## config.mk

```make
export PLATFORM = sky130hd
export DESIGN_NAME = alu_cmd_sequencer_flat
export DESIGN_NICKNAME = d
export VERILOG_FILES = /design/src/rtl/alu_pkg.sv /design/src/rtl/alu_cmd_sequencer_if.sv /design/src/rtl/alu_cmd_sequencer.sv /design/src/flat_wrapper.sv
export SDC_FILE = /design/constraint.sdc
export NUM_CORES = 1
export LEC_CHECK = 0
export ABC_AREA = 1
export ABC_CLOCK_PERIOD_IN_PS = 2600
export BUFFER_PORTS_ARGS = -buffer_cell sky130_fd_sc_hd__clkbuf_2
export CORE_MARGIN = 3
export CORE_UTILIZATION = 55
export CTS_CLUSTER_SIZE = 8
export DETAILED_ROUTE_END_ITERATION = 8
export GPL_TIMING_DRIVEN = 0
export HOLD_SLACK_MARGIN = 0.06
export PLACE_DENSITY = 0.83
export SYNTH_ARGS = -nofsm -noshare
export SYNTH_HDL_FRONTEND = slang
export SYNTH_SLANG_ARGS = --single-unit
```

## constraint.sdc

```tcl
create_clock -name clk -period 2.6 [get_ports clk]
set_clock_uncertainty 0.05 [all_clocks]
set_input_delay 0 -clock clk [delete_from_list [all_inputs] [get_ports clk]]
set_output_delay 0 -clock clk [all_outputs]
set_load 0.01 [all_outputs]
```

## src/rtl/alu_pkg.sv

```systemverilog
// Shared constants, ALU select encodings and sequencer state type for the
// ALU command sequencer and the ALU it feeds.
package alu_pkg;

   localparam int WIDTH = 8;
   localparam int SEL_W = 4;
   localparam logic [3:0] HDR = 4'hA;

   localparam logic [SEL_W-1:0] ALU_ADD   = 4'd0;
   localparam logic [SEL_W-1:0] ALU_SUB   = 4'd1;
   localparam logic [SEL_W-1:0] ALU_AND   = 4'd2;
   localparam logic [SEL_W-1:0] ALU_OR    = 4'd3;
   localparam logic [SEL_W-1:0] ALU_XOR   = 4'd4;
   localparam logic [SEL_W-1:0] ALU_NOT   = 4'd5;
   localparam logic [SEL_W-1:0] ALU_SHL   = 4'd6;
   localparam logic [SEL_W-1:0] ALU_SHR   = 4'd7;
   localparam logic [SEL_W-1:0] ALU_INC   = 4'd8;
   localparam logic [SEL_W-1:0] ALU_DEC   = 4'd9;
   localparam logic [SEL_W-1:0] ALU_PASSA = 4'd10;
   localparam logic [SEL_W-1:0] ALU_PASSB = 4'd11;
   localparam logic [SEL_W-1:0] ALU_NAND  = 4'd12;
   localparam logic [SEL_W-1:0] ALU_NOR   = 4'd13;
   localparam logic [SEL_W-1:0] ALU_XNOR  = 4'd14;
   localparam logic [SEL_W-1:0] ALU_ROL   = 4'd15;

   typedef enum logic [2:0] {
      S_HDR  = 3'd0,
      S_A    = 3'd1,
      S_B    = 3'd2,
      S_WAIT = 3'd3,
      S_RES  = 3'd4
   } state_t;

endpackage

```

## src/rtl/alu_cmd_sequencer_if.sv

```systemverilog
// Byte input stream, ALU operand/result bus and tagged result stream of the
// sequencer. The slave modport is the sequencer's view; master is the
// environment (feeder, ALU and result consumer).
interface alu_cmd_sequencer_if;
   import alu_pkg::*;

   logic             in_valid;
   logic             in_ready;
   logic [WIDTH-1:0] in_data;
   logic [WIDTH-1:0] alu_a;
   logic [WIDTH-1:0] alu_b;
   logic [SEL_W-1:0] alu_sel;
   logic [WIDTH-1:0] alu_out;
   logic             res_valid;
   logic             res_ready;
   logic [WIDTH-1:0] res_data;
   logic [SEL_W-1:0] res_sel;
   logic             err_hdr;
   logic [7:0]       err_count;
   logic             busy;

   modport slave (
      input  in_valid, in_data, alu_out, res_ready,
      output in_ready, alu_a, alu_b, alu_sel, res_valid, res_data, res_sel,
             err_hdr, err_count, busy
   );

   modport master (
      output in_valid, in_data, alu_out, res_ready,
      input  in_ready, alu_a, alu_b, alu_sel, res_valid, res_data, res_sel,
             err_hdr, err_count, busy
   );

endinterface

```

## src/rtl/alu_cmd_sequencer.sv

```systemverilog
// Collects 3-byte command frames, drives them onto the ALU, waits out the
// ALU latency and hands the opcode-tagged result downstream.
//
// state  | meaning
// S_HDR  | waiting for header byte (upper nibble must equal HDR)
// S_A    | waiting for operand A
// S_B    | waiting for operand B; accept edge launches the ALU operation
// S_WAIT | counting down ALU latency, captures alu_out at terminal count
// S_RES  | result presented, held until res_ready
module alu_cmd_sequencer
   import alu_pkg::*;
#(
   parameter int ALU_LAT = 1
) (
   input  logic                 clk,
   input  logic                 reset,
   alu_cmd_sequencer_if.slave   bus
);

   localparam int CNT_W = (ALU_LAT < 1) ? 1 : $clog2(ALU_LAT + 1);
   localparam logic [CNT_W-1:0] CNT_LOAD = CNT_W'(ALU_LAT);

   state_t           r_state;
   state_t           w_state_nxt;
   logic [SEL_W-1:0] r_op_pend;
   logic [WIDTH-1:0] r_a_pend;
   logic [WIDTH-1:0] r_alu_a;
   logic [WIDTH-1:0] r_alu_b;
   logic [SEL_W-1:0] r_alu_sel;
   logic [WIDTH-1:0] r_res_data;
   logic [SEL_W-1:0] r_res_sel;
   logic             r_err_hdr;
   logic [7:0]       r_err_count;
   logic [CNT_W-1:0] r_wait_cnt;

   logic w_in_ready;
   logic w_xfer;
   logic w_hdr_ok;
   logic w_wait_done;

   // in_ready is forced low combinationally while reset is held
   assign w_in_ready  = !reset && (r_state == S_HDR || r_state == S_A || r_state == S_B);
   assign w_xfer      = bus.in_valid && w_in_ready;
   assign w_hdr_ok    = (bus.in_data[WIDTH-1 -: 4] == HDR);
   assign w_wait_done = (r_wait_cnt == '0);

   always_ff @(posedge clk or posedge reset) begin
      if (reset) r_state <= S_HDR;
      else       r_state <= w_state_nxt;
   end

   always_comb begin
      w_state_nxt = r_state;
      case (r_state)
         S_HDR:   if (w_xfer && w_hdr_ok) w_state_nxt = S_A;
         S_A:     if (w_xfer) w_state_nxt = S_B;
         S_B:     if (w_xfer) w_state_nxt = S_WAIT;
         S_WAIT:  if (w_wait_done) w_state_nxt = S_RES;
         S_RES:   if (bus.res_ready) w_state_nxt = S_HDR;
         default: w_state_nxt = S_HDR;
      endcase
   end

   always_ff @(posedge clk or posedge reset) begin
      if (reset) begin
         r_op_pend   <= '0;
         r_a_pend    <= '0;
         r_alu_a     <= '0;
         r_alu_b     <= '0;
         r_alu_sel   <= '0;
         r_res_data  <= '0;
         r_res_sel   <= '0;
         r_err_hdr   <= 1'b0;
         r_err_count <= '0;
         r_wait_cnt  <= '0;
      end else begin
         r_err_hdr <= (r_state == S_HDR) && w_xfer && !w_hdr_ok;
         case (r_state)
            S_HDR: begin
               if (w_xfer && w_hdr_ok) r_op_pend <= bus.in_data[SEL_W-1:0];
               if (w_xfer && !w_hdr_ok && r_err_count != 8'hFF)
                  r_err_count <= r_err_count + 8'd1;
            end
            S_A: if (w_xfer) r_a_pend <= bus.in_data;
            S_B: if (w_xfer) begin
               r_alu_a    <= r_a_pend;
               r_alu_b    <= bus.in_data;
               r_alu_sel  <= r_op_pend;
               r_res_sel  <= r_op_pend;
               r_wait_cnt <= CNT_LOAD;
            end
            S_WAIT: begin
               if (w_wait_done) r_res_data <= bus.alu_out;
               else             r_wait_cnt <= r_wait_cnt - 1'b1;
            end
            default: ;
         endcase
      end
   end

   assign bus.in_ready  = w_in_ready;
   assign bus.alu_a     = r_alu_a;
   assign bus.alu_b     = r_alu_b;
   assign bus.alu_sel   = r_alu_sel;
   assign bus.res_valid = (r_state == S_RES);
   assign bus.res_data  = r_res_data;
   assign bus.res_sel   = r_res_sel;
   assign bus.err_hdr   = r_err_hdr;
   assign bus.err_count = r_err_count;
   assign bus.busy      = (r_state != S_HDR);

endmodule

```

## src/flat_wrapper.sv

```systemverilog
// flat-port wrapper written by rule: the top's interface ports become plain ports
module alu_cmd_sequencer_flat import alu_pkg::*;
#(
   parameter int ALU_LAT = 1
)
  (clk, reset, bus_in_valid, bus_in_data, bus_alu_out, bus_res_ready, bus_in_ready, bus_alu_a, bus_alu_b, bus_alu_sel, bus_res_valid, bus_res_data, bus_res_sel, bus_err_hdr, bus_err_count, bus_busy);
  alu_cmd_sequencer_if bus_i ();
  input  logic clk;
  input  logic reset;
  input wire logic [$bits(bus_i.in_valid)-1:0] bus_in_valid;
  input wire logic [$bits(bus_i.in_data)-1:0] bus_in_data;
  input wire logic [$bits(bus_i.alu_out)-1:0] bus_alu_out;
  input wire logic [$bits(bus_i.res_ready)-1:0] bus_res_ready;
  output wire logic [$bits(bus_i.in_ready)-1:0] bus_in_ready;
  output wire logic [$bits(bus_i.alu_a)-1:0] bus_alu_a;
  output wire logic [$bits(bus_i.alu_b)-1:0] bus_alu_b;
  output wire logic [$bits(bus_i.alu_sel)-1:0] bus_alu_sel;
  output wire logic [$bits(bus_i.res_valid)-1:0] bus_res_valid;
  output wire logic [$bits(bus_i.res_data)-1:0] bus_res_data;
  output wire logic [$bits(bus_i.res_sel)-1:0] bus_res_sel;
  output wire logic [$bits(bus_i.err_hdr)-1:0] bus_err_hdr;
  output wire logic [$bits(bus_i.err_count)-1:0] bus_err_count;
  output wire logic [$bits(bus_i.busy)-1:0] bus_busy;
  assign bus_i.in_valid = bus_in_valid;
  assign bus_i.in_data = bus_in_data;
  assign bus_i.alu_out = bus_alu_out;
  assign bus_i.res_ready = bus_res_ready;
  assign bus_in_ready = bus_i.in_ready;
  assign bus_alu_a = bus_i.alu_a;
  assign bus_alu_b = bus_i.alu_b;
  assign bus_alu_sel = bus_i.alu_sel;
  assign bus_res_valid = bus_i.res_valid;
  assign bus_res_data = bus_i.res_data;
  assign bus_res_sel = bus_i.res_sel;
  assign bus_err_hdr = bus_i.err_hdr;
  assign bus_err_count = bus_i.err_count;
  assign bus_busy = bus_i.busy;
  alu_cmd_sequencer #(.ALU_LAT(ALU_LAT)) u_core (.clk(clk), .reset(reset), .bus(bus_i));
endmodule
```

[Yosys cells after proc, flatten, opt, wreduce, memory -nomap -nowiden]
Cells that the tools add are included.
Operators by class
  div/mod/pow operators: 0
  equal/unequal tests: 11
  multipliers: 0
  shift operators: 0
  reductions and logical operators: 21
  $lt $le $gt $ge: 0
  add/sub/neg operators: 2
  bitwise gates (word level): 1
  multiplexer cells: 9
Operator list (number)
  2-to-1 mux 3 bit: 5
  one-hot mux 3 bit (5 select lines): 1
  AND reduction 2 bit: 6
  adder 8 x 1 -> 8 bit (second input constant): 1
  inequality test 8 bit (second input constant): 1
  logical AND 1 bit: 7
  equality test 3 x 2 -> 1 bit (second input constant): 2
  inequality test 2 bit (second input constant): 3
  AND reduction 5 bit: 1
  equality test 4 bit (second input constant): 1
  inequality test 2 x 1 -> 1 bit (second input constant): 2
  equality test 3 x 1 -> 1 bit (second input constant): 1
  equality test 3 bit (second input constant): 1
  zero test 3 bit: 1
  nonzero test 3 bit: 1
  zero test 1 bit: 2
  logical OR 1 bit: 2
  2-to-1 mux 1 bit: 2
  one-hot mux 1 bit (2 select lines): 1
  nonzero test 2 bit: 1
  NOT 1 bit: 1
  subtractor 1 bit (second input constant): 1
Storage, ports and cells
  RAM bits: 0
  flip-flop bits (word level): 53
  output and inout port bits: 44
  memories kept: 0
  latch bits: 0
  word-level logic and storage cells: 54
  memory bits (read-only): 0

[Longest topological paths before layout]
Gate-level depths: netlist of run 1.
  depth in word-level cells: 8
  gate-level depth with buffers: 8
  depth with buffers taken out: 8

[Worst setup path before layout of run 1]
No wires, ideal clock.
  path type: input to register
  start: input reset
  end: register u_core.r_a_pend[2]
  arrival: 2071 ps
  cell stages on the path: 5
  path buffers: 1
  path slack: 353 ps
  cell sequence: inv_1 nand3_1 nor2_4 buf_6 o21ai_0
On the way
  longest elaborated chain between the ends: 4
Ends and longest elaborated chain
  from (decl): line flat_wrapper.sv:9  | input logic reset;
  zero test 1 bit (no line)
  logical AND 1 bit: line alu_cmd_sequencer.sv:42  | assign w_in_ready = !reset && (r_state == S_HDR || r_state == S_A || r_state == S_B);
  logical AND 1 bit: line alu_cmd_sequencer.sv:43  | assign w_xfer = bus.in_valid && w_in_ready;
  AND reduction 2 bit (no line)
  to (signal assigned): line alu_cmd_sequencer.sv:84  | S_A: if (w_xfer) r_a_pend <= bus.in_data;
  to (decl): line alu_cmd_sequencer.sv:26  | logic [WIDTH-1:0] r_a_pend;
No other way between the ends.
A chain may end at the register's enable or synchronous reset.

[Worst setup path in the final report of run 1]
  start: input reset
  end: register u_core.r_alu_a[0] (netlist: u_core.bus.alu_a[0])
On the way
  longest elaborated chain between the ends: 4
Ends and longest elaborated chain
  zero test 1 bit (no line)
  logical AND 1 bit: line alu_cmd_sequencer.sv:42
  logical AND 1 bit: line alu_cmd_sequencer.sv:43
  AND reduction 2 bit (no line)
  to (signal assigned): line alu_cmd_sequencer.sv:86  | r_alu_a <= r_a_pend;
  to (decl): line alu_cmd_sequencer.sv:27  | logic [WIDTH-1:0] r_alu_a;
No other way between the ends.

==> impl_summary.txt, run 1 <==
----------------------------------------------------
[Yosys]
  Post-Syn Nets ... 240
  Ys Warns ... 0
  Area share of the largest cell type after synthesis ... 57.51%
  Largest cells by area after synthesis ... sky130_fd_sc_hd__dfrtp_1, sky130_fd_sc_hd__nand2_1, sky130_fd_sc_hd__mux2_2
  Sequential share of the synthesized area ... 57.51%
  Instance count of the mapped netlist ... 219
  Cell accounting for the most synthesized area ... sky130_fd_sc_hd__dfrtp_1
  Netlist area before placement ... 2306 um2
  Average instance area after synthesis ... 10.53 um2
  Number of synthesized register bits ... 53
  Number of different library cells in the post-synthesis netlist ... 27

[CTS]
  Clock tree from TritonCTS ... done
  Register clock-pin slew on the reported worst setup and hold paths ... 0.09 ns
  Max H-tree Level ... 2
  Num Clock Sinks ... 53
  TritonCTS Buffers ... 5
  Clk_lat worst skew ... 0.30 ns
  Number of buffers on the longest clock path ... 2
  Root buffer cell ... sky130_fd_sc_hd__clkbuf_8
  Setup Buffers After CTS ... 0

[Global routing]
  Maximum number of pins on one net before global-route repair ... 36
  Residual overflow from global routing ... 0
  Number of global-route vias before repair ... 1,834
  Total Routing Usage GR ... 21.19%
  First-pass GRT wire length ... 8335 um
  Number of antenna violations at the first check in global routing ... 0

[Floorplan]
  Die Y ... 70.75 um
  Number of primary I/O pins ... 64
  Horizontal die dimension ... 70.75 um
  Site Rows ... 22
  Area of the die ... 5006 um2
  Placeable Area ... 3854 um2
  Initial cell density of the core ... 59.84%

[Detailed routing]
  Number of optimization iterations in the first detailed-route pass ... 4
  First-iteration detailed-routing DRC count ... 92
  Routed wire per std cell ... 13.86 um
  Vias post-DR ... 1,816
  Wire length reported by the detailed router ... 4963 um
  Number of antenna-violating nets in the routed design ... 0
  Number of vias per cell after detailed routing ... 5.073
  Remaining DRCs ... 0

[STA]
  Count of endpoints failing hold in the final timing report ... 0
  Final setup violation count ... 0
  Setup repair after global routing missed its margin ... false
  Accumulated negative setup slack ... 0 ns
  Maximum clock frequency ... 525.6 MHz
  Final critical-path required period ... 1.903 ns
  Relative slew slack ... 66.08%
  Final Slew Violations ... 0
  Post-route clock period utilization ... 73.18%
  Transition time of the tightest slew-check pin ... 0.5080 ns

[Setup path]
  Capturing element type of the critical path ... register
  Worst setup startpoint ... reset
  Worst-path maximum fanout ... 35
  Req. time, crit path ... 2.72 ns
  Element type at the critical path start ... primary input
  Start of the worst register-to-register path ... u_core.bus.err_count[0]
  Critical Setup Path Class ... in2reg
  CP arrival ... 2.02 ns

[Final layout]
  Diode insertion count for antenna repair ... 0
  Most frequent cells in the layout ... sky130_fd_sc_hd__clkbuf_2, sky130_fd_sc_hd__dfrtp_1, sky130_fd_sc_hd__nand2_1, sky130_fd_sc_hd__inv_1, sky130_fd_sc_hd__o21ai_0
  Post-Layout Cell Count ... 358
  Net count reported at finish ... 330
  Fraction of layout cells with a size suffix above 1 ... 34.19%
  Area growth from synthesis to final layout ... 28.97%
  Final-layout fill cell count ... 268
  Finished Core Util ... 77.18%
  Leading cell type in the layout, fill and taps excluded ... sky130_fd_sc_hd__clkbuf_2

[Placement]
  HPWL after detailed placement ... 3579 um
  Number of placed instances, taps included ... 331
  Port-buffer cells ... 63
  Last weighted congestion value of the routability-driven placer ... 0.8138

[Job]
  MaxCap Viol Count ... 0

[Status]
  Outcome ... complete, no violations

[Pwr]
  Worst IR Drop VDD ... 848.3 uV
  Total power density per cell area ... 1088 nW/um2
  Reported leakage power ... 0.001568 uW
  Final total power ... 3237 uW

[Worst hold path]
  Hold/Removal Path Class ... in2async

----------------------------------------------------
==> registers in the layout, summed over array words and instances (netlist names) <==
signal and count:
u_core.bus.alu_a 8, u_core.bus.alu_b 8, u_core.bus.alu_sel 4, u_core.bus.err_count 8, u_core.bus.err_hdr 1, u_core.bus.res_data 8, u_core.r_a_pend 8, u_core.r_op_pend 4
u_core.r_state 3, u_core.r_wait_cnt 1
==> area by class of cell <==
cell class | instances | area [um2] | share of cell area (%)
Multi-Input combinational cell | 129 | 809.5 | 27.22
Inverter | 28 | 105.1 | 3.534
Tap cell | 48 | 60.06 | 2.019
Clock inverter | 2 | 10.01 | 0.3366
Timing Repair Buffer | 83 | 525.5 | 17.67
Buffer | 9 | 65.06 | 2.188
Sequential cell | 53 | 1326 | 44.59
Clock buffer | 6 | 72.57 | 2.440
==> cells in the mapped netlist, drive strengths merged <==
library cell   n
nor3           3
o21ai         23
mux2          14
buf            7
dfrtp         53
a21oi          7
ha             1
inv           28
clkbuf         2
nand4          6
nor2          13
xnor2          2
xor2           4
nand3         10
nand2         46
==> where the power goes <==
group	total, uW	internal, uW	switching (uW)
Combinational	1330	591	741
Clock	442	187	255
Sequential	1460	1210	257
==> worst max-delay path: stages <==
cell	delay, ns
sky130_fd_sc_hd__dlygate4sd3_1	0.53
sky130_fd_sc_hd__clkbuf_2	0.11
sky130_fd_sc_hd__inv_2	0.37
sky130_fd_sc_hd__buf_12	0.28
sky130_fd_sc_hd__nand4_4	0.20
sky130_fd_sc_hd__clkbuf_1	0.29
sky130_fd_sc_hd__nand2_1	0.12
sky130_fd_sc_hd__o21ai_0	0.10
==> stage by stage <==
| stage | area (um2) | hold WS [ns] | setup slack, ns |
|---|---|---|---|
| after floorplan | 2306 | 0.07095 | 0.3535 |
| after detailed placement | 2701 | -0.006478 | 0.8895 |
| final | 2974 | 0.1959 | 0.6973 |
| after global placement | 2681 | 0.1812 | -0.2974 |
| after CTS | 2974 | 0.2145 | 0.6479 |
| after global routing | 2974 | 0.2347 | 0.4891 |
==> worst paths after layout <==
check	slack, ns	depth (start not counted)	to
max	0.70	8	u_core.bus.alu_a[0]
max in group asynchronous	1.74	4	u_core.bus.alu_a[7]
min	0.20	3	u_core.bus.alu_a[0]
max reg2reg	1.00	7	u_core.bus.err_count[4]
min reg2reg	0.45	2	u_core.bus.alu_b[4]
min in group clk	0.42	3	u_core.bus.res_data[7]
==> routing by layer <==
layer	share of wire (%)	up-vias	GRT usage [%]
li1	-	877	-
met4	1.8	0	7.516
met1	40	858	25.45
met2	51	69	36.87
met3	6.5	12	5.398
met5	0	-	0
==> cell families after synthesis <==
| family | share of synthesized area [%] |
|---|---|
| buffers and inverters | 7.379 |
| adder cells (fa/ha/maj) | 0.5425 |
| AO/OA/AOI/OAI | 6.837 |
| XOR/XNOR | 2.279 |
| AND/OR/NAND/NOR | 18.45 |
| multiplexers | 6.999 |
| flip-flops | 57.51 |
==> timing repair <==
action,in CTS,in global routing
hold buffers,19,0
endpoints found under the hold margin,54,0
resized for setup,0,0
setup endpoints to repair,0,0
Power figures use the tool's default switching activity.
==> run 2, diff against run 1 <==
--- a/config.mk
+++ b/config.mk
@@ -6,15 +6,15 @@
 export NUM_CORES = 1
 export LEC_CHECK = 0
 export ABC_AREA = 1
-export ABC_CLOCK_PERIOD_IN_PS = 2600
+export ABC_CLOCK_PERIOD_IN_PS = 1600
 export BUFFER_PORTS_ARGS = -buffer_cell sky130_fd_sc_hd__clkbuf_2
 export CORE_MARGIN = 3
-export CORE_UTILIZATION = 55
+export CORE_UTILIZATION = 46
 export CTS_CLUSTER_SIZE = 8
 export DETAILED_ROUTE_END_ITERATION = 8
 export GPL_TIMING_DRIVEN = 0
 export HOLD_SLACK_MARGIN = 0.06
-export PLACE_DENSITY = 0.83
+export PLACE_DENSITY = 0.74
 export SYNTH_ARGS = -nofsm -noshare
 export SYNTH_HDL_FRONTEND = slang
 export SYNTH_SLANG_ARGS = --single-unit
==> constraint.sdc (replaced) <==
create_clock -name clk -period 1.6 [get_ports clk]
set_clock_uncertainty 0.05 [all_clocks]
set_input_delay 0 -clock clk [delete_from_list [all_inputs] [get_ports clk]]
set_output_delay 0 -clock clk [all_outputs]
set_load 0.01 [all_outputs]
==> run 2 against run 1 <==
  * Cell count rose by 7.8%
  * Combinational power up 74%
  * First-iteration DRC count fell by 20%
  * Clock-buffer cell count is the same
  * Critical path depth is 1 lower
  * Largest cell class unchanged
  * Critical endpoint is now u_core.r_state[1]
==> impl_summary.txt, run 2 (synthesis results as in run 1) <==
----------------------------------------------------
[Status]
  Outcome ... complete, no violations (unchanged)

[Setup path]
  Worst-path maximum fanout ... 3 (was 35)
  Capturing element type of the critical path ... register (unchanged)
  Req. time, crit path ... 1.75 ns (was 2.72 ns)
  Element type at the critical path start ... register (was primary input)
  Chain of cells forming the critical path ... buf_4, a21oi_2, nand3_2, a21oi_4, nand2_1, nand2_1, nand2_1 (was dlygate4sd3_1, clkbuf_2, inv_2, buf_12, nand4_4, clkbuf_1, nand2_1, o21ai_0)
  Critical Setup Path Class ... reg2reg (was in2reg)
  Maximum cell stage delay along the critical path ... 0.46 ns (was 0.53 ns)
  Buf/Inv on CP ... 1 (was 5)
  CP arrival ... 1.68 ns (was 2.02 ns)
  Library cell appearing most often on the critical path ... sky130_fd_sc_hd__nand2_1
  Worst setup startpoint ... u_core.r_state[0] (was reset)
  Slowest stage cell on the critical path ... sky130_fd_sc_hd__dfrtp_2 (was sky130_fd_sc_hd__dlygate4sd3_1)
  Cell family contributing the most delay on the critical path ... flip-flops (was buffers and inverters)
  Start of the worst register-to-register path ... u_core.r_state[0] (was u_core.bus.err_count[0])

[Final layout]
  Area growth from synthesis to final layout ... 36.25% (was 28.97%)
  Net count reported at finish ... 339 (was 330)
  Fraction of layout cells with a size suffix above 1 ... 40.44% (was 34.19%)
  Leading cell type in the layout, fill and taps excluded ... sky130_fd_sc_hd__clkbuf_2 (unchanged)
  Layout Cell Area excl Fill ... 3142 um2 (was 2974 um2)
  Diode insertion count for antenna repair ... 0 (unchanged)
  Area of the multi-input gates ... 867.1 um2 (was 809.5 um2)
  Register cell area after layout ... 1329 um2 (was 1326 um2)
  Final-layout fill cell count ... 387 (was 268)
  Most frequent cells in the layout ... sky130_fd_sc_hd__clkbuf_2, sky130_fd_sc_hd__dfrtp_1, sky130_fd_sc_hd__nand2_1, sky130_fd_sc_hd__inv_1, sky130_fd_sc_hd__o21ai_0 (unchanged)

[Floorplan]
  Initial cell density of the core ... 48.18% (was 59.84%)
  Die Y ... 76.80 um (was 70.75 um)
  Site Rows ... 25 (was 22)
  Placeable Area ... 4786 um2 (was 3854 um2)
  Area of the die ... 5898 um2 (was 5006 um2)
  Number of primary I/O pins ... 64 (unchanged)
  Horizontal die dimension ... 76.80 um (was 70.75 um)

[CTS]
  Register clock-pin slew on the reported worst setup and hold paths ... 0.10 ns (was 0.09 ns)
  Clock tree from TritonCTS ... done (unchanged)
  TritonCTS Buffers ... 5 (unchanged)
  Number of buffers on the longest clock path ... 2 (unchanged)
  Clk_lat worst skew ... 0.31 ns (was 0.30 ns)
  Root buffer cell ... sky130_fd_sc_hd__clkbuf_8 (unchanged)
  Num Clock Sinks ... 53 (unchanged)
  Max H-tree Level ... 2 (unchanged)

[Detailed routing]
  Vias post-DR ... 1,804 (was 1,816)
  Routed wire per std cell ... 13.26 um (was 13.86 um)
  Number of vias per cell after detailed routing ... 4.674 (was 5.073)
  Number of optimization iterations in the first detailed-route pass ... 4 (unchanged)
  Remaining DRCs ... 0 (unchanged)
  Number of antenna-violating nets in the routed design ... 0 (unchanged)
  First-iteration detailed-routing DRC count ... 74 (was 92)
  Wire length reported by the detailed router ... 5119 um (was 4963 um)

[STA]
  Maximum clock frequency ... 653.4 MHz
  Final Slew Violations ... 0 (unchanged)
  Worst hold margin ... 0.3575 ns (was 0.1959 ns)
  Final critical-path required period ... 1.530 ns
  Count of endpoints failing hold in the final timing report ... 0 (unchanged)
  Post-route clock period utilization ... 95.65%
  Relative slew slack ... 56.27% (was 66.08%)
  Transition time of the tightest slew-check pin ... 0.6524 ns (was 0.5080 ns)
  Accumulated negative setup slack ... 0 ns (unchanged)
  Final setup violation count ... 0 (unchanged)

[Pwr]
  Reported leakage power ... 0.001616 uW (was 0.001568 uW)
  Final total power ... 5459 uW (was 3237 uW)
  Total power density per cell area ... 1738 nW/um2 (was 1088 nW/um2)
  Worst IR Drop VDD ... 989.1 uV (was 848.3 uV)

[Global routing]
  GR Layer Usage met2 ... 29.97% (was 36.87%)
  Most used routing layer in global routing ... met2 (unchanged)
  Total Routing Usage GR ... 17.70% (was 21.19%)
  First-pass GRT wire length ... 8390 um (was 8335 um)
  Routing usage on met1 ... 22.80% (was 25.45%)
  Met3 track utilization from global routing ... 3.873% (was 5.398%)
  Number of global-route vias before repair ... 1,813 (was 1,834)
  Number of antenna violations at the first check in global routing ... 0 (unchanged)
  Maximum number of pins on one net before global-route repair ... 30 (was 36)
  Residual overflow from global routing ... 0 (unchanged)

[Placement]
  Port-buffer cells ... 63 (unchanged)
  Last weighted congestion value of the routability-driven placer ... 0.7826 (was 0.8138)
  Post-Place Cell Area ... 2724 um2 (was 2701 um2)
  HPWL after detailed placement ... 3214 um (was 3579 um)

[Job]
  MaxCap Viol Count ... 0 (unchanged)

[Worst hold path]
  Hold/Removal Path Class ... in2async (unchanged)

----------------------------------------------------
==> run 2: cell types whose count changed in the layout (fill, tap and decap cells not counted), moves of 2 or more <==
cell / change
sky130_fd_sc_hd__buf_4: +7
sky130_fd_sc_hd__nand3_1: -6
sky130_fd_sc_hd__nand3_2: +5
sky130_fd_sc_hd__clkbuf_1: -3
sky130_fd_sc_hd__nor2_1: -3
sky130_fd_sc_hd__clkbuf_2: +2
sky130_fd_sc_hd__clkinv_2: -2
sky130_fd_sc_hd__clkinvlp_4: +2
sky130_fd_sc_hd__dfrtp_1: -2
sky130_fd_sc_hd__dfrtp_2: +2
sky130_fd_sc_hd__nor2_2: +2
==> run 2: worst reg2reg max path, delay by kind of cell (launching register included) <==
family                 cells  cell delay [ns]
and+or+nand+nor            4             0.37
buffers and inverters      1             0.16
DFF                        1             0.46
AOI/OAI and AO/OA          2             0.39
==> run 2: area by class of cell <==
type / instances / area share [%]
Buffer: 9 / 2.230
Clock buffer: 6 / 2.628
Clock inverter: 2 / 0.5575
Inverter: 28 / 3.465
Multi-Input combinational cell: 129 / 27.60
Sequential cell: 53 / 42.29
Tap cell: 67 / 2.668
Timing Repair Buffer: 90 / 18.16
Timing Repair inverter: 2 / 0.3982
==> run 2: per-stage QoR <==
| step | utilization (%) | setup WS, ns | std cells |
|---|---|---|---|
| floorplan | - | -0.2611 | 219 |
| global placement | 56.92 | -0.9319 | 349 |
| detailed placement | 56.92 | -0.9546 | 349 |
| CTS | 63.56 | 0.02105 | 379 |
| global route | 65.65 | -0.01237 | 386 |
| finish | 65.65 | 0.06962 | 386 |
==> run 2: layer usage <==
metal / vias up / part of all wire [%]
met3: 5 / 4.6
met1: 848 / 44
met4: 0 / 1.0
met2: 49 / 50
li1: 902 / -
met5: - / 0
==> run 2: path summary, 6_finish.rpt <==
| path | end | slack, ns | depth (start not counted) |
|---|---|---|---|
| worst max-delay path | u_core.r_state[1] | 0.07 | 7 |
| worst min-delay path | u_core.bus.res_data[0] | 0.36 | 3 |
| worst max register to register | u_core.r_state[1] | 0.07 | 7 |
| worst min register to register | u_core.bus.alu_b[3] | 0.45 | 2 |
| max in group asynchronous | u_core.r_state[0] | 0.45 | 4 |
| min in group clk | u_core.bus.res_data[2] | 0.41 | 3 |
==> run 2: report_power, final <==
group / switching (uW) / total [uW] / internal (uW)
combinational: 1260 / 2310 / 1050
clock: 454 / 814 / 360
sequential: 372 / 2330 / 1960
total: 2090 / 5460 / 3370
==> run 2: what timing repair did <==
action,4_1_cts,5_1_grt
endpoints found under the setup margin,45,32
cloned,2,0
endpoints found under the hold margin,85,0
gates resized for setup,2,16
buffers inserted,0,7
hold buffers,20,0
pin swaps,1,5
==> run 3, diff against run 2 <==
--- a/config.mk
+++ b/config.mk
@@ -5,7 +5,7 @@
 export SDC_FILE = /design/constraint.sdc
 export NUM_CORES = 1
 export LEC_CHECK = 0
-export ABC_AREA = 1
+export ABC_AREA = 0
 export ABC_CLOCK_PERIOD_IN_PS = 1600
 export BUFFER_PORTS_ARGS = -buffer_cell sky130_fd_sc_hd__clkbuf_2
 export CORE_MARGIN = 3
@@ -14,7 +14,8 @@
 export DETAILED_ROUTE_END_ITERATION = 8
 export GPL_TIMING_DRIVEN = 0
 export HOLD_SLACK_MARGIN = 0.06
-export PLACE_DENSITY = 0.74
+export PLACE_DENSITY = 0.75
+export SKIP_LAST_GASP = 1
 export SYNTH_ARGS = -nofsm -noshare
 export SYNTH_HDL_FRONTEND = slang
 export SYNTH_SLANG_ARGS = --single-unit
==> run 3 against run 2 <==
  * The run now ends with negative setup slack left
  * Global-route usage is 2.2 points lower
  * Area after synthesis decreased by 5.8%
  * Sequential power fell by 3%
  * Clock-buffer cell count is the same
  * Sequential cell count did not move
  * Register-to-register slack worse by 0.27 ns
  * Core utilization up 1.2 points
  * Largest cell class unchanged
  * Largest power group unchanged
==> impl_summary.txt, run 3 <==
----------------------------------------------------
[Status]
  Outcome ... finished with violations (was complete, no violations)
  Violations in the final reports ... negative setup slack

[Floorplan]
  Area of the die ... 5582 um2 (was 5898 um2)
  Initial cell density of the core ... 48.87% (was 48.18%)
  Horizontal die dimension ... 74.72 um (was 76.80 um)
  Site Rows ... 24 (was 25)
  Placeable Area ... 4444 um2 (was 4786 um2)
  Die Y ... 74.72 um (was 76.80 um)
  Number of primary I/O pins ... 64 (unchanged)

[Yosys]
  Netlist area before placement ... 2172 um2 (was 2306 um2)
  Number of different library cells in the post-synthesis netlist ... 31 (was 27)
  Top post-synthesis cells by count ... sky130_fd_sc_hd__dfrtp_1, sky130_fd_sc_hd__mux2_2 (was sky130_fd_sc_hd__dfrtp_1, sky130_fd_sc_hd__nand2_1, sky130_fd_sc_hd__inv_1, sky130_fd_sc_hd__o21ai_0, sky130_fd_sc_hd__mux2_2)
  Primary FF master, synth ... sky130_fd_sc_hd__dfrtp_1 (unchanged)
  Area share of the largest cell type after synthesis ... 61.06% (was 57.51%)
  Cell with the most instances after synthesis ... sky130_fd_sc_hd__dfrtp_1 (unchanged)
  Largest cells by area after synthesis ... sky130_fd_sc_hd__dfrtp_1, sky130_fd_sc_hd__mux2_2, sky130_fd_sc_hd__mux2_1 (was sky130_fd_sc_hd__dfrtp_1, sky130_fd_sc_hd__nand2_1, sky130_fd_sc_hd__mux2_2)
  Cell accounting for the most synthesized area ... sky130_fd_sc_hd__dfrtp_1 (unchanged)
  Number of enable flip-flop cells after synthesis ... 0 (unchanged)
  Sequential share of the synthesized area ... 61.06% (was 57.51%)
  Post-Syn Nets ... 177 (was 240)
  Average instance area after synthesis ... 13.92 um2 (was 10.53 um2)
  Instance count of the mapped netlist ... 156 (was 219)
  Ys Warns ... 0 (unchanged)
  Number of synthesized register bits ... 53 (unchanged)
  Async S/R FF share, synth ... 100.0% (unchanged)

[CTS]
  Max H-tree Level ... 2 (unchanged)
  TritonCTS Buffers ... 5 (unchanged)
  Clk_lat worst skew ... 0.29 ns (was 0.31 ns)
  Clock tree from TritonCTS ... done (unchanged)
  Root buffer cell ... sky130_fd_sc_hd__clkbuf_8 (unchanged)
  Num Clock Sinks ... 53 (unchanged)
  Number of buffers on the longest clock path ... 2 (unchanged)
  Register clock-pin slew on the reported worst setup and hold paths ... 0.09 ns (was 0.10 ns)

[Placement]
  HPWL after detailed placement ... 2797 um (was 3214 um)
  Last weighted congestion value of the routability-driven placer ... 0.8228 (was 0.7826)
  Port-buffer cells ... 63 (unchanged)
  Post-Place Cell Area ... 2584 um2 (was 2724 um2)

[STA]
  Final setup violation count ... 13 (was 0)
  Final Slew Violations ... 0 (unchanged)
  Accumulated negative setup slack ... -0.8766 ns (was 0 ns)
  Setup repair after global routing missed its margin ... true
  Relative slew slack ... 32.37% (was 56.27%)
  Post-route clock period utilization ... 112.6% (was 95.65%)
  Count of endpoints failing hold in the final timing report ... 0 (unchanged)
  Final critical-path required period ... 1.801 ns (was 1.530 ns)
  Transition time of the tightest slew-check pin ... 1.001 ns (was 0.6524 ns)
  Maximum clock frequency ... 555.3 MHz (was 653.4 MHz)
  Worst Setup Slack, final ... -0.2009 ns (was 0.06962 ns)

[Global routing]
  Total Routing Usage GR ... 15.53% (was 17.70%)
  Residual overflow from global routing ... 0 (unchanged)
  Number of antenna violations at the first check in global routing ... 0 (unchanged)
  First-pass GRT wire length ... 6624 um (was 8390 um)
  Maximum number of pins on one net before global-route repair ... 31 (was 30)
  Number of global-route vias before repair ... 1,458 (was 1,813)

[Setup path]
  Library cell appearing most often on the critical path ... sky130_fd_sc_hd__or3_4 (was sky130_fd_sc_hd__nand2_1)
  Req. time, crit path ... 1.73 ns (was 1.75 ns)
  CP arrival ... 1.93 ns (was 1.68 ns)
  Start of the worst register-to-register path ... u_core.r_state[1] (was u_core.r_state[0])
  Destination of the critical timing path ... u_core.bus.err_count[1] (was u_core.r_state[1])
  Number of cells on the worst reg-to-reg path ... 4 (was 7)
  Capturing element type of the critical path ... register (unchanged)
  Element type at the critical path start ... register (unchanged)
  Worst-path maximum fanout ... 6 (was 3)
  Slowest stage cell on the critical path ... sky130_fd_sc_hd__or3_4 (was sky130_fd_sc_hd__dfrtp_2)
  Chain of cells forming the critical path ... or3_4, or3_4, nor2_4, mux2_1 (was buf_4, a21oi_2, nand3_2, a21oi_4, nand2_1, nand2_1, nand2_1)
  Maximum cell stage delay along the critical path ... 0.42 ns (was 0.46 ns)
  Capturing point of the worst reg2reg path ... u_core.bus.err_count[1] (was u_core.r_state[1])
  Register-to-register setup slack ... -0.20 ns (was 0.07 ns)
  Worst setup startpoint ... u_core.r_state[1] (was u_core.r_state[0])
  Critical Setup Path Class ... reg2reg (unchanged)

[Detailed routing]
  First-iteration detailed-routing DRC count ... 43 (was 74)
  Remaining DRCs ... 0 (unchanged)
  Number of vias per cell after detailed routing ... 4.983 (was 4.674)
  Vias post-DR ... 1,505 (was 1,804)
  Number of optimization iterations in the first detailed-route pass ... 3 (was 4)
  Number of antenna-violating nets in the routed design ... 0 (unchanged)
  Routed wire per std cell ... 13.40 um (was 13.26 um)
  Wire length reported by the detailed router ... 4048 um (was 5119 um)

[Worst hold path]
  Hold/Removal Path Class ... in2reg (was in2async)
  Hold path startpoint ... bus_in_valid

[Final layout]
  Diode insertion count for antenna repair ... 0 (unchanged)
  Final-layout fill cell count ... 356 (was 387)
  Net count reported at finish ... 270 (was 339)
  Leading cell type in the layout, fill and taps excluded ... sky130_fd_sc_hd__clkbuf_2 (unchanged)
  Layout Cell Area excl Fill ... 2969 um2 (was 3142 um2)
  Fraction of layout cells with a size suffix above 1 ... 55.20% (was 40.44%)
  Most frequent cells in the layout ... sky130_fd_sc_hd__clkbuf_2, sky130_fd_sc_hd__dfrtp_1, sky130_fd_sc_hd__mux2_2, sky130_fd_sc_hd__dlygate4sd3_1, sky130_fd_sc_hd__buf_4 (was sky130_fd_sc_hd__clkbuf_2, sky130_fd_sc_hd__dfrtp_1, sky130_fd_sc_hd__nand2_1, sky130_fd_sc_hd__inv_1, sky130_fd_sc_hd__o21ai_0)
  Area growth from synthesis to final layout ... 36.69% (was 36.25%)
  Finished Core Util ... 66.81% (was 65.65%)

[Job]
  MaxCap Viol Count ... 0 (unchanged)

[Pwr]
  Worst IR Drop VDD ... 850.3 uV (was 989.1 uV)
  Total power density per cell area ... 1638 nW/um2 (was 1738 nW/um2)
  Reported leakage power ... 0.001499 uW (was 0.001616 uW)

----------------------------------------------------
run 3: cell types whose count changed in the layout (fill, tap and decap cells not counted), moves of 3 or more:
cell                      before  now
sky130_fd_sc_hd__inv_1        25    4
sky130_fd_sc_hd__nand3_2       5    0
sky130_fd_sc_hd__a31oi_1       0    3
sky130_fd_sc_hd__nor2_1        5    2
sky130_fd_sc_hd__o21ai_0      21    1
sky130_fd_sc_hd__mux2_2       13   37
sky130_fd_sc_hd__nor2_2        4    1
sky130_fd_sc_hd__nand2_1      44    3
run 3: kinds of logic (layout without fill, tap and decap cells):
kind of cell             after synthesis  after routing  synth area share, %
multiplexers                          41             41                21.26
buffers and inverters                 15            109                3.341
adder cells (fa/ha/maj)                1              1               0.5759
XOR/XNOR                               5              5                2.016
AND/OR/NAND/NOR                       28             28                8.007
flip-flops                            53             53                61.06
AO/OA/AOI/OAI                         13             13                3.744
run 3: routing by layer:
metal  part of all wire [%]  up-vias  GRT usage (%)
met1                     45      733          18.90
li1                       -      735              -
met4                   0.57        0          4.150
met5                      0        -              0
met2                     51       35          27.32
met3                    3.1        2          4.139
run 3: power breakdown:
| group | switching (uW) | internal [uW] | total [uW] | leakage, uW |
|---|---|---|---|---|
| Combinational | 879 | 1030 | 1910 | 0.000785 |
| Clock | 398 | 304 | 702 | 0.0000450 |
| Sequential | 345 | 1900 | 2250 | 0.000669 |
run 3: stage by stage:
step / hold slack (ns) / std cells / setup WS [ns] / total power [uW]
after CTS: 0.09603 / 303 / -0.2330 / 4918
after global placement: 0.1824 / 271 / -0.4773 / 3937
final: 0.1034 / 302 / -0.2009 / 4863
after floorplan: 0.007340 / 156 / -0.2630 / 3324
after detailed placement: 0.03849 / 272 / -0.3127 / 4011
after global routing: 0.1242 / 302 / -0.2315 / 5215
run 3: worst max-delay path, delay by kind of cell, from the launching register on:
| kind | cells | cell delay (ns) |
|---|---|---|
| flops | 1 | 0.39 |
| mux | 1 | 0.32 |
| simple gates | 3 | 0.93 |
run 3: what timing repair did:
action                                  CTS  global route
pin swaps                                 4             2
gates resized for setup                  17             5
buffers inserted                          5             0
endpoints found under the setup margin   47            49
cloned                                    0             0
hold endpoints to repair                 53             0
hold buffers                             19             0
run 3: final cells by class:
type	count	area [um2]	area share, %
multi-input cells	88	863.3	29.08
inverters	6	22.52	0.7585
plain buffers	7	46.29	1.559
flip-flops and latches	53	1326	44.67
repair buffers	88	563.0	18.96
well taps	52	65.06	2.191
clock buffers	6	72.57	2.444
clock inverters	2	10.01	0.3371
run 3: how the worst min path moves through the flow:
| stage | end | slack (ns) | cells past startpoint |
|---|---|---|---|
| floorplan | bus_in_ready | 0.007 | 1 |
| global placement | u_core.bus.res_data[4] | 0.18 | 2 |
| detailed placement | u_core.bus.res_data[5] | 0.04 | 2 |
| CTS | u_core.r_state[0] | 0.1 | 4 |
| global route | u_core.r_state[0] | 0.12 | 4 |
| finish | u_core.r_state[0] | 0.10 | 4 |
